<file path="src/rtl/shifter_pkg.sv">
// shifter_pkg: shared encodings and helpers for pipelined_shifter.
package shifter_pkg;
    localparam logic DIR_LEFT   = 1'b0;
    localparam logic DIR_RIGHT  = 1'b1;
    localparam logic MODE_LOGIC = 1'b0;
    localparam logic MODE_ARITH = 1'b1;
    localparam int   MAX_XLEN   = 128;

    function automatic int calc_nstages(input int xlen, input int levels);
        return ($clog2(xlen) + levels - 1) / levels;
    endfunction

    function automatic logic [MAX_XLEN-1:0] bit_rev(input logic [MAX_XLEN-1:0] v);
        return {<<{v}};
    endfunction
endpackage

</file>
<file path="src/rtl/shift_stage.sv">
// shift_stage: NLEVELS right-shift mux levels plus one handshaked pipeline register.
module shift_stage #(
    parameter int XLEN        = 64,
    parameter int TAG_W       = 5,
    parameter int FIRST_LEVEL = 5,
    parameter int NLEVELS     = 2
) (
    input  logic                     clk,
    input  logic                     rst_n,
    input  logic                     flush,
    input  logic                     i_valid,
    output logic                     o_ready,
    input  logic                     i_next_ready,
    output logic                     o_valid,
    input  logic [XLEN-1:0]          i_data,
    input  logic                     i_fill,
    input  logic [$clog2(XLEN)-1:0]  i_shamt,
    input  logic [TAG_W-1:0]         i_tag,
    output logic [XLEN-1:0]          o_data,
    output logic                     o_fill,
    output logic [$clog2(XLEN)-1:0]  o_shamt,
    output logic [TAG_W-1:0]         o_tag
);
    localparam int L = $clog2(XLEN);

    logic [XLEN-1:0]  w_lvl [NLEVELS+1];
    logic             r_valid;
    logic [XLEN-1:0]  r_data;
    logic             r_fill;
    logic [L-1:0]     r_shamt;
    logic [TAG_W-1:0] r_tag;

    assign w_lvl[0] = i_data;
    for (genvar k = 0; k < NLEVELS; k++) begin : g_lvl
        localparam int SH = 2 ** (FIRST_LEVEL - k);
        assign w_lvl[k+1] = i_shamt[FIRST_LEVEL-k] ? {{SH{i_fill}}, w_lvl[k][XLEN-1:SH]} : w_lvl[k];
    end

    assign o_ready = !r_valid | i_next_ready;

    always_ff @(posedge clk or negedge rst_n) begin
        if (!rst_n) begin
            r_valid <= 1'b0;
            r_data  <= '0;
            r_fill  <= 1'b0;
            r_shamt <= '0;
            r_tag   <= '0;
        end else begin
            if (flush)
                r_valid <= 1'b0;
            else if (o_ready)
                r_valid <= i_valid;
            if (o_ready & i_valid & !flush) begin
                r_data  <= w_lvl[NLEVELS];
                r_fill  <= i_fill;
                r_shamt <= i_shamt;
                r_tag   <= i_tag;
            end
        end
    end

    assign o_valid = r_valid;
    assign o_data  = r_data;
    assign o_fill  = r_fill;
    assign o_shamt = r_shamt;
    assign o_tag   = r_tag;
endmodule

</file>
<file path="src/rtl/pipelined_shifter.sv">
// pipelined_shifter: RV64 SLL/SRL/SRA(+W) barrel shifter split into handshaked stages.
module pipelined_shifter
    import shifter_pkg::*;
#(
    parameter int XLEN             = 64,
    parameter int LEVELS_PER_STAGE = 2,
    parameter int TAG_W            = 5
) (
    input  logic                    clk,
    input  logic                    rst_n,
    input  logic                    flush,
    input  logic                    in_valid,
    output logic                    in_ready,
    input  logic [XLEN-1:0]         in_data,
    input  logic [$clog2(XLEN)-1:0] in_shamt,
    input  logic                    in_right,
    input  logic                    in_arith,
    input  logic                    in_word,
    input  logic [TAG_W-1:0]        in_tag,
    output logic                    out_valid,
    input  logic                    out_ready,
    output logic [XLEN-1:0]         out_data,
    output logic [TAG_W-1:0]        out_tag
);
    localparam int L       = $clog2(XLEN);
    localparam int NSTAGES = calc_nstages(XLEN, LEVELS_PER_STAGE);
    localparam int TW      = TAG_W + 2;

    logic [XLEN-1:0] w_op, w_wext, w_res, w_res_ext;
    logic [XLEN-1:0] w_data  [NSTAGES+1];
    logic            w_fill  [NSTAGES+1];
    logic [L-1:0]    w_sh    [NSTAGES+1];
    logic [TW-1:0]   w_tag   [NSTAGES+1];
    logic            w_valid [NSTAGES+1];
    logic            w_rdy   [NSTAGES+1];
    logic            w_right, w_word, w_unused;

    if (XLEN > 32) begin : g_word
        assign w_wext    = {{(XLEN-32){in_arith & in_right & in_data[31]}}, in_data[31:0]};
        assign w_res_ext = {{(XLEN-32){w_res[31]}}, w_res[31:0]};
    end else begin : g_noword
        assign w_wext    = in_data;
        assign w_res_ext = w_res;
    end

    // Left shifts reuse the right-shift datapath by reversing bits on entry and exit.
    assign w_op       = in_word ? w_wext : in_data;
    assign w_data[0]  = (in_right == DIR_LEFT) ? XLEN'(bit_rev(MAX_XLEN'(w_op)) >> (MAX_XLEN - XLEN)) : w_op;
    assign w_fill[0]  = (in_arith == MODE_ARITH) & (in_right == DIR_RIGHT) & w_op[XLEN-1];
    assign w_sh[0]    = in_shamt & (in_word ? L'(31) : {L{1'b1}});
    assign w_tag[0]   = {in_right, in_word, in_tag};
    assign w_valid[0] = in_valid;
    assign w_rdy[NSTAGES] = out_ready;

    for (genvar s = 0; s < NSTAGES; s++) begin : g_stage
        localparam int FIRST = L - 1 - s * LEVELS_PER_STAGE;
        localparam int NL    = (FIRST + 1 < LEVELS_PER_STAGE) ? FIRST + 1 : LEVELS_PER_STAGE;
        shift_stage #(.XLEN(XLEN), .TAG_W(TW), .FIRST_LEVEL(FIRST), .NLEVELS(NL)) u_stage (
            .clk          (clk),
            .rst_n        (rst_n),
            .flush        (flush),
            .i_valid      (w_valid[s]),
            .o_ready      (w_rdy[s]),
            .i_next_ready (w_rdy[s+1]),
            .o_valid      (w_valid[s+1]),
            .i_data       (w_data[s]),
            .i_fill       (w_fill[s]),
            .i_shamt      (w_sh[s]),
            .i_tag        (w_tag[s]),
            .o_data       (w_data[s+1]),
            .o_fill       (w_fill[s+1]),
            .o_shamt      (w_sh[s+1]),
            .o_tag        (w_tag[s+1])
        );
    end

    assign {w_right, w_word, out_tag} = w_tag[NSTAGES];
    assign w_res     = (w_right == DIR_RIGHT) ? w_data[NSTAGES]
                     : XLEN'(bit_rev(MAX_XLEN'(w_data[NSTAGES])) >> (MAX_XLEN - XLEN));
    assign out_data  = w_word ? w_res_ext : w_res;
    assign out_valid = w_valid[NSTAGES] & !flush;
    assign in_ready  = w_rdy[0] & !flush;
    assign w_unused  = w_fill[NSTAGES] ^ (^w_sh[NSTAGES]);
endmodule

</file>
<file path="config.mk">
export PLATFORM = sky130hd
export DESIGN_NAME = pipelined_shifter
export DESIGN_NICKNAME = d
export VERILOG_FILES = /design/src/rtl/shifter_pkg.sv /design/src/rtl/shift_stage.sv /design/src/rtl/pipelined_shifter.sv
export SDC_FILE = /design/constraint.sdc
export NUM_CORES = 1
export LEC_CHECK = 0
export CORE_AREA = 5 5 167 169
export DETAILED_ROUTE_END_ITERATION = 8
export DIE_AREA = 0 0 172 174
export GPL_TIMING_DRIVEN = 1
export PLACE_DENSITY = 0.77
export SYNTH_ARGS = -nofsm -noshare
export SYNTH_HDL_FRONTEND = slang
export SYNTH_SLANG_ARGS = --single-unit
</file>
<file path="constraint.sdc">
create_clock -name clk -period 2.1 [get_ports clk]
set_clock_uncertainty 0.2 [all_clocks]
set_input_delay 0.525 -clock clk [delete_from_list [all_inputs] [get_ports clk]]
set_output_delay 0.525 -clock clk [all_outputs]
set_load 0.005 [all_outputs]
</file>
==> qor.yml, run 1 <==
io_pins: 154
hp-start: "flush"
rows: 60
utilization_pct: 66.46
period_needed_ns: 2.580
yosys-top-cells-area: "dfrtp_1 (40%), mux4_2 (14%), mux2_2 (11%)"
synth_ff_type: "dfrtp_1"
wirelength_um: 38690
htreeDepth: 1
power_mw: 19.38
p_per_area_nw_per_um2: 1103
regToRegEndpoint: "g_stage[2].u_stage.o_data[32]$_DFFE_PN0P_"
rsz0062_at_grt: "true"
hp-class: "in2reg"
grt_overflow: 0
ys_async_sr_fraction_pct: 100.0
reg2regPathDepth: 5
antenna_cells: 0
grt_max_degree: 54
core_area_um2: 26430
period_share_pct: 122.8
vias: 11370
worstMarginPinSlew_ns: 0.5918
crit_path_start_kind: "register"
yosys.area.top_type: "dfrtp_1"
syn-num-nets: 1366
hold_depth: 2
drcViolationCount: 0
dr.pass1.iters: 7
wl_met1_um: 16460
cts_tree: "yes"
leakagePower_nw: 7.760
min_to: "g_stage[0].u_stage.o_valid$_DFFE_PN0P_"
fmax_mhz: 387.6
ys_seq_area_share_pct: 39.66
wire_per_inst_um: 21.12
nets: 1558
yosysUniqueCellTypes: 52
maxCapViolCount: 0
root_buffer: "clkbuf_16"
status: "finished, violations left"
layout-drive-gt1-share_pct: 35.35
path_max_fanout: 8
ys_warn_count: 0
yosysTopAreaCellShare_pct: 39.66
grt_use_total_pct: 25.73
antenna_found_initial: 0
ant_nets: 0
worst_slack_ns: -0.4797
start_util_pct: 53.49
clock_latency_ns: 0.51
drt-initial-drc-count: 1055
dp_hpwl_um: 28910
numPlacedInstances: 1771
regToRegSetupSlack_ns: 0.14
failed_checks: "negative setup slack"
finalHoldViolCount: 0
dieArea_um2: 29930
setup_tns_ns: -26.15
critical_path_arrival_ns: 1.85
vias_per_cell: 6.207
path_cells: "mux2_4 > nor2_4 > buf_6 > clkbuf_16 > a21oi_2 > buf_2"
setup_violations: 65
ys_ff_latch: 224
avgSynthCellArea_um2: 11.02
drv_slew: 0
whs_ns: 0.2631
cp_slowest_cell: "dfrtp_2"
grt_pass1_vias: 11250
required_ns: 1.37
max_stage_delay_ns: 0.42
port_buffers: 153
syn-instance-count: 1283
cts.clk_slew.worst_paths_ns: 0.06
die_height_um: 174
top_layer: "met4"
die_w_um: 172
syn-cell-area_um2: 14130
gp_congestion: 0.9185
rr_startpoint: "g_stage[2].u_stage.o_valid$_DFFE_PN0P_"
cts.sinks: 224
cts_max_path_buffers: 3
ir_worst_vdd_mv: 0.9947
area_growth_pct: 24.25
relSlewSlack_pct: 60.42
cp-end-kind: "output pin"
fin_cells: 1832
synth_edf_count: 0
dr_wl_met2_um: 18360
cts_buffers: 23
grt_pass1_wl_um: 62800
wl_met3_um: 2640
crit_type: "reg2out"
[cells in the mapped netlist, types with 2 or more instances]
| master | number |
|---|---|
| buf_6 | 9 |
| a31oi_1 | 44 |
| mux2_2 | 132 |
| mux2i_1 | 63 |
| a22o_1 | 14 |
| and2_0 | 5 |
| and2_1 | 19 |
| o211ai_1 | 14 |
| o22a_1 | 3 |
| o221ai_1 | 3 |
| nand2_1 | 144 |
| a21o_1 | 16 |
| nand2b_1 | 33 |
| nor4b_1 | 2 |
| nand3_1 | 2 |
| clkbuf_1 | 44 |
| clkbuf_2 | 2 |
| a211oi_1 | 11 |
| o22ai_1 | 14 |
| inv_1 | 4 |
| mux2_4 | 32 |
| buf_1 | 6 |
| nor2b_1 | 15 |
| a32oi_1 | 14 |
| o21a_1 | 2 |
| nand2_2 | 2 |
| buf_2 | 52 |
| nor2_1 | 52 |
| o21ai_0 | 89 |
| a311oi_1 | 2 |
| dfrtp_1 | 224 |
| mux4_2 | 86 |
| buf_4 | 11 |
| a21oi_1 | 77 |
| o21ai_1 | 24 |
[flip-flops by register name, indices dropped and copies added, names as in the netlist]
name / cells
g_stage.u_stage.o_valid: 3
g_stage.u_stage.o_tag: 21
g_stage.u_stage.o_shamt: 6
g_stage.u_stage.o_fill: 2
g_stage.u_stage.o_data: 192
[power breakdown]
part	switching [mW]	total, mW	leakage, nW	internal, mW
clock	1.66	3.95	0.371	2.29
combinational	3.34	8.31	4.56	4.97
sequential	1.51	7.12	2.82	5.61
total	6.50	19.4	7.76	12.9
[critical path: cells and delay by family, from the launching register on]
kind | cells | cell delay (ns)
muxes | 1 | 0.33
DFF | 1 | 0.42
AOI/OAI and AO/OA | 1 | 0.04
buffers and inverters | 3 | 0.44
and+or+nand+nor | 1 | 0.12
[logic make-up (layout without fill, tap and decap cells)]
group,after synthesis,after routing,share of synthesized area [%]
AO/OA/AOI/OAI,332,332,14.11
multiplexers,313,313,32.08
AND/OR/NAND/NOR,282,282,9.171
flip-flops,224,224,39.66
buffers and inverters,131,339,4.922
XOR/XNOR,1,1,0.06197
[metrics by stage]
step	setup slack, ns	instance area, um^2
2_1_floorplan	0.1432	14130
3_3_place_gp	-0.4710	16690
3_5_place_dp	-0.5143	16690
4_1_cts	-0.5451	17540
5_1_grt	-0.5472	17560
6_report	-0.4797	17560
[metal layers]
layer | vias up | global-route usage, %
met3 | 78 | 3.434
met4 | 0 | 7.730
met1 | 5593 | 37.32
met5 | - | 0
met2 | 528 | 40.64
li1 | 5173 | -
[cells in the final DEF (no fill, tap or decap), types with 44 or more instances in the layout]
cell type / instances
nor2_1: 51
o21ai_0: 89
a21oi_1: 61
mux4_2: 86
buf_4: 93
buf_2: 53
nand2_1: 143
clkdlybuf4s50_1: 77
mux2i_1: 63
a31oi_1: 44
dfrtp_1: 219
mux2_2: 130
[what timing repair did]
item                                    4_1_cts  5_1_grt
gates cloned                                  3        2
hold buffers                                  1        0
setup buffers                                15        2
gates resized for setup                     266       50
endpoints found under the hold margin        28        0
pin swaps                                     8        2
endpoints found under the setup margin       68      111
[worst max path at each step]
| stage | startpoint | to | slack (ns) | cells after the start |
|---|---|---|---|---|
| floorplan | g_stage[2].u_stage.o_tag[6]$_DFFE_PN0P_ | out_data[23] | 0.14 | 3 |
| global placement | in_word | g_stage[0].u_stage.o_data[26]$_DFFE_PN0P_ | -0.47 | 7 |
| detailed placement | in_word | g_stage[0].u_stage.o_data[9]$_DFFE_PN0P_ | -0.51 | 5 |
| CTS | g_stage[2].u_stage.o_tag[6]$_DFFE_PN0P_ | out_data[61] | -0.55 | 6 |
| global route | g_stage[2].u_stage.o_tag[6]$_DFFE_PN0P_ | out_data[55] | -0.55 | 6 |
| finish | g_stage[2].u_stage.o_tag[6]$_DFFE_PN0P_ | out_data[46] | -0.48 | 6 |
[cell type report]
class                      count  area, um^2
clock buffer                  33       693.2
clock inverter                 8       46.29
fill                        1976        8862
inverter                       5       18.77
multi-input combinational    928        7931
sequential                   224        5617
tap                          341       426.7
timing repair buffer         293        2830
(Power assumes the default switching activity.)
==> run 2, diff against run 1 <==
--- a/config.mk
+++ b/config.mk
@@ -5,11 +5,12 @@
 export SDC_FILE = /design/constraint.sdc
 export NUM_CORES = 1
 export LEC_CHECK = 0
-export CORE_AREA = 5 5 167 169
+export ABC_AREA = 1
+export CORE_AREA = 5 5 174 176
 export DETAILED_ROUTE_END_ITERATION = 8
-export DIE_AREA = 0 0 172 174
+export DIE_AREA = 0 0 179 181
 export GPL_TIMING_DRIVEN = 1
-export PLACE_DENSITY = 0.77
+export PLACE_DENSITY = 0.72
 export SYNTH_ARGS = -nofsm -noshare
 export SYNTH_HDL_FRONTEND = slang
 export SYNTH_SLANG_ARGS = --single-unit
==> qor.yml, run 2 <==
yosys.area.top_type: "dfrtp_1"
grt_max_degree: 66  # +22%
synthMuxAreaShare_pct: 4.267  # -28 points
path_max_fanout: 8  # unchanged
drcViolationCount: 0  # unchanged
finalHoldViolCount: 0  # unchanged
cts_tree: "yes"
ys_async_sr_fraction_pct: 100.0  # unchanged
yosys-top-cells-area: "dfrtp_1 (40%), nand2_1 (17%), nand3_1 (9.2%)"
io_pins: 154  # unchanged
numPlacedInstances: 2534  # +43%
p_per_area_nw_per_um2: 1016  # -7.9%
multi_input_area_um2: 7979  # +0.60%
core_area_um2: 28470  # +7.7%
grt_overflow: 0  # unchanged
die_height_um: 181  # +4.0%
status: "finished, violations left"
leakagePower_nw: 8.951  # +15%
crit_path_start: "g_stage[2].u_stage.o_tag[6]$_DFFE_PN0P_"
avgSynthCellArea_um2: 6.826  # -38%
wire_per_inst_um: 18.35  # -13%
cts_max_path_buffers: 3  # unchanged
rr_startpoint: "g_stage[0].u_stage.o_valid$_DFFE_PN0P_"
rows: 62  # +3.3%
cts_buffers: 24  # +4.3%
ys_warn_count: 0  # unchanged
nets: 2295  # +47%
final-seq-area_um2: 5615  # about the same
relSlewSlack_pct: 70.59  # +10 points
start_util_pct: 49.44  # -4.1 points
clock_latency_ns: 0.53  # +0.02 ns
dieArea_um2: 32400  # +8.3%
synth_xor_xnor_area_share_pct: 0  # -0.062 points
drt-initial-drc-count: 1618  # +53%
fill_cells: 2373  # +20%
antenna_cells: 0  # unchanged
die_w_um: 179  # +4.1%
synth_fa_ha_area_share_pct: 0  # unchanged
yosysUniqueCellTypes: 26  # -50%
ys_ff_latch: 224  # unchanged
hp-start: "flush"
maxCapViolCount: 0  # unchanged
largest_register_ffs: 192  # unchanged
yosys.area_share.simple_pct: 30.12  # +21 points
root_buffer: "clkbuf_16"
port_buffers: 153  # unchanged
synth_ff_type: "dfrtp_1"
period_needed_ns: 2.550  # -0.03004 ns
synth_common_cells: "nand2_1 (642), nand3_1 (258), dfrtp_1 (224)"
syn-cell-area_um2: 14070  # -0.42%
yosysTopAreaCellShare_pct: 39.83  # +0.17 points
ys_seq_area_share_pct: 39.83  # +0.17 points
synth_edf_count: 0  # unchanged
cts.clk_slew.worst_paths_ns: 0.06  # about the same
htreeDepth: 1  # unchanged
cp-end-kind: "output pin"
vias_per_cell: 5.690  # -8.3%
setup_violations: 64  # -1.5%
grt_use_total_pct: 27.62  # +1.9 points
synth_compound_area_share_pct: 16.38  # +2.3 points
layout_common_cells: "nand2_1 (582), nand3_1 (258), dfrtp_1 (218)"
worstMarginPinSlew_ns: 0.4411  # -0.1507 ns
dr.pass1.iters: 5  # -2
vias: 14870  # +31%
critical_path_arrival_ns: 1.82  # -0.03 ns
dp_hpwl_um: 31510  # +9.0%
antenna_found_initial: 0  # unchanged
fin_cells: 2613  # +43%
syn-instance-count: 2062  # +61%
cts.sinks: 224  # unchanged
fmax_mhz: 392.2  # +1.2%
setup_tns_ns: -22.21  # +3.943 ns
drv_slew: 0  # unchanged
syn-num-nets: 2145  # +57%
post-synth-top-count-cell: "nand2_1"
grt_pass1_wl_um: 73200  # +17%
worst_slack_ns: -0.4497  # +0.03004 ns
final_common_cell: "nand2_1"
hp-class: "in2reg"
wirelength_um: 47940  # +24%
area_growth_pct: 32.20
ant_nets: 0  # unchanged
crit_path_start_kind: "register"
grt_pass1_vias: 14010  # +25%
period_share_pct: 121.4  # -1.4 points
synth_top_family_by_area: "simple AND/OR/NAND/NOR gates"
layout-drive-gt1-share_pct: 19.38  # -16 points
gp_congestion: 0.9830  # +7.0%
failed_checks: "negative setup slack"
crit_type: "reg2out"
rsz0062_at_grt: "true"
ir_worst_vdd_mv: 0.5661  # -43%
required_ns: 1.37  # about the same
run 2: cell types whose count changed in the layout (fill, tap and decap cells not counted), moves of 36 or more:
cell     previous run  this run
a21oi_1            61       151
a31oi_1            44         0
inv_1               4       126
mux2_2            130         0
mux4_2             86         0
nand2_1           143       582
nand2_2             3        39
nand3_1             2       258
nor2_1             51       108
o21ai_0            89       159
o21ai_2             0        44
run 2: through the flow:
stage	hold slack (ns)	setup WS, ns	instance area, um^2	util, %	power, mW
after global routing	0.2970	-0.4886	18610	65.36	19.90
after CTS	0.2365	-0.3984	18020	63.28	17.71
final	0.2690	-0.4497	18610	65.36	18.90
after global placement	0.2497	-0.3814	16530	58.05	12.27
after detailed placement	0.2472	-0.3927	16530	58.05	12.46
after floorplan	0.02941	0.1634	14070	-	9.546
run 2: logic make-up (layout without fill, tap and decap cells):
group	Yosys count	after routing
compound gates	443	443
buf+inv	306	473
flops	224	224
mux	60	60
simple gates	1029	1029
run 2: timing repair:
item                                    4_1_cts  5_1_grt
gates resized for setup                     432      151
gates cloned                                 12        3
buffers inserted                             26        6
pin swaps                                    43       26
endpoints found under the setup margin       68       69
hold endpoints to repair                     42        0
hold buffers                                  1        0
run 2: path summary, 6_finish.rpt:
kind | slack [ns] | depth (start not counted) | to
max | -0.45 | 7 | out_data[12]
min | 0.27 | 3 | g_stage[0].u_stage.o_valid$_DFFE_PN0P_
max reg2reg | 0.06 | 11 | g_stage[0].u_stage.o_valid$_DFFE_PN0P_
min reg2reg | 0.28 | 2 | g_stage[0].u_stage.o_tag[3]$_DFFE_PN0P_
max in group asynchronous | 0.74 | 3 | g_stage[2].u_stage.o_data[27]$_DFFE_PN0P_
min in group asynchronous | 0.31 | 2 | g_stage[2].u_stage.o_data[2]$_DFFE_PN0P_
run 2: worst max-delay path, stage by stage, from the launching register on:
cell and delay, ns:
dfrtp_2 0.42, buf_6 0.13, buf_12 0.16, buf_12 0.16
buf_6 0.10, nand2_2 0.04, o21ai_1 0.13, buf_2 0.16
run 2: cell type report:
| cell class | count | area share [%] |
|---|---|---|
| well taps | 384 | 2.582 |
| clock buffers | 30 | 3.732 |
| flip-flops and latches | 224 | 30.18 |
| repair buffers | 295 | 16.87 |
| clock inverters | 13 | 0.9952 |
| multi-input cells | 1532 | 42.88 |
| inverters | 135 | 2.764 |
run 2: per-layer routing:
| layer | GRT usage [%] | vias up | part of all wire [%] |
|---|---|---|---|
| met5 | 0 | - | 0 |
| met4 | 10.44 | 0 | 4.2 |
| met3 | 2.780 | 135 | 6.2 |
| met2 | 45.15 | 645 | 48 |
| met1 | 37.94 | 7021 | 42 |
| li1 | - | 7067 | - |
run 2: power breakdown:
group / total, mW / switching, mW / internal (mW)
Sequential: 6.32 / 0.974 / 5.35
Combinational: 7.94 / 4.49 / 3.46
Clock: 4.63 / 1.79 / 2.85
==> edit (config.mk and constraints of run 2) <==
`TAG_W` is set to 5 in 2 places; all go to 10.
--- a/src/rtl/shift_stage.sv
+++ b/src/rtl/shift_stage.sv
@@ -1,7 +1,7 @@
 // shift_stage: NLEVELS right-shift mux levels plus one handshaked pipeline register.
 module shift_stage #(
     parameter int XLEN        = 64,
-    parameter int TAG_W       = 5,
+    parameter int TAG_W       = 10,
     parameter int FIRST_LEVEL = 5,
     parameter int NLEVELS     = 2
 ) (
--- a/src/rtl/pipelined_shifter.sv
+++ b/src/rtl/pipelined_shifter.sv
@@ -4,7 +4,7 @@
 #(
     parameter int XLEN             = 64,
     parameter int LEVELS_PER_STAGE = 2,
-    parameter int TAG_W            = 5
+    parameter int TAG_W            = 10
 ) (
     input  logic                    clk,
     input  logic                    rst_n,
Ports: changed (resized in_tag and out_tag); port bits go from 154 to 164. The function was not compared with the original's and may differ.
==> edit against run 2 <==
The flow still finishes with violations (setup timing). Wire length rose by 3.0%. Area after synthesis is 5.3% higher. Cell area rose by 1.9%. Final cell count grew 2.2%. Synthesized cell count is 3.1% higher. Sequential cell count grew 15. Largest power group unchanged. Combinational power down 2%. Total power fell by 1.2%. Worst setup slack worse by 0.073 ns.
==> edit: results (changes against run 2) <==
global-route wire length before repair=76200 µm (+4.0%); Mapped Nets=2213 (+3.2%); Tot GR Track Use=0.288 (+0.0117); I/O Buffers=163 (+6.5%); max_slew headroom=0.598 (-0.108); Final WS setup=-0.522 ns (-0.0725 ns); run status=finished with violations; critical path arrival=1.90 ns (+0.08 ns); IR drop worst, VDD=563 µV (-0.56%); Post-DP HPWL=32800 µm (+4.1%); Synth cell types=28 (+7.7%); WL final=49400 µm (+3.0%); slowest CP cell=dfrtp_1; gp weighted congestion=0.921 (-6.3%); drt pass-1 iters=7 (+2); setup slack, reg-to-reg=0.14 ns (+0.08 ns); Crit Path Max Fanout=5 (-3); Reg-to-Reg End=g_stage[0].u_stage.o_data[49]$_DFFE_PN0P_; CTS Buf Count=25 (+4.2%); largest net degree at the start of global routing=69 (+4.5%); Static Leak=8.98 nW (+0.30%); routed length per placed instance=18.5 µm (+0.80%); post-synthesis cell count=2125 (+3.1%); worst reg-to-reg path cell count=8 (-3); hold depth=2 (-1); sequential element share of the synthesized area=0.403 (+0.00522); violated checks=setup timing; nets=2357 (+2.7%); Filler Cells Inserted=2390 (+0.72%); Post-Place Cells=2593 (+2.3%); # setup viols final=64 (unchanged); share of cells above drive strength 1=0.163 (-0.0311)
edit: changes by cell type after synthesis, moves of 8 or more:
cell / run 2 / this run
buf_4: 17 / 38
nand2_1: 642 / 658
o21ai_1: 4 / 20
buf_2: 81 / 66
dfrtp_1: 224 / 239
a21boi_2: 0 / 9
clkbuf_1: 68 / 59
a21boi_1: 15 / 7
edit: what timing repair did:
| action | 4_1_cts | 5_1_grt |
|---|---|---|
| resized for setup | 336 | 116 |
| gates cloned | 8 | 4 |
| hold buffers | 1 | 0 |
| hold endpoints to repair | 160 | 0 |
| buffers inserted | 16 | 11 |
| pin swaps | 14 | 18 |
| setup endpoints to repair | 76 | 65 |
edit: per-layer routing:
metal,GRT usage,vias up,routed length [µm]
li1,-,7234,-
met3,0.0307,104,2990
met4,0.0946,0,1770
met5,0,-,0
met1,0.407,7213,21200
met2,0.464,647,23400
edit: where the power goes:
group	leakage, nW	internal [W]	switching (W)
sequential	2.89	0.00569	0.000898
clock	0.398	0.00248	0.00180
combinational	5.69	0.00342	0.00437
edit: cell type report:
class                      instances  area share
clock buffer                      34      0.0374
clock inverter                    10     0.00416
inverter                         140      0.0279
multi-input combinational       1567       0.416
sequential                       239       0.316
tap                              384      0.0253
timing repair buffer             296       0.174
edit: cell families (layout without fill, tap and decap cells):
logic type             after synthesis  in the layout  synth area share
AOI/OAI and AO/OA                  456            456             0.162
and+or+nand+nor                   1051           1051             0.294
DFF                                239            239             0.403
muxes                               60             60            0.0405
buffers and inverters              319            480            0.0997
edit: per-stage QoR:
stage / total power [W] / hold WS [ns] / instance area [µm²]
floorplan: 0.0100 / 0.0294 / 14800
global placement: 0.0127 / 0.193 / 17100
detailed placement: 0.0129 / 0.192 / 17100
CTS: 0.0177 / 0.145 / 18600
global route: 0.0197 / 0.178 / 19000
finish: 0.0187 / 0.153 / 19000
edit: how the worst max path moves through the flow:
stage | start | end | depth (start not counted)
2_1_floorplan | g_stage[2].u_stage.o_tag[11]$_DFFE_PN0P_ | out_data[33] | 8
3_3_place_gp | out_ready | in_ready | 6
3_5_place_dp | out_ready | in_ready | 6
4_1_cts | g_stage[2].u_stage.o_tag[11]$_DFFE_PN0P_ | out_data[62] | 7
5_1_grt | g_stage[2].u_stage.o_tag[11]$_DFFE_PN0P_ | out_data[45] | 9
6_report | g_stage[2].u_stage.o_tag[11]$_DFFE_PN0P_ | out_data[40] | 9
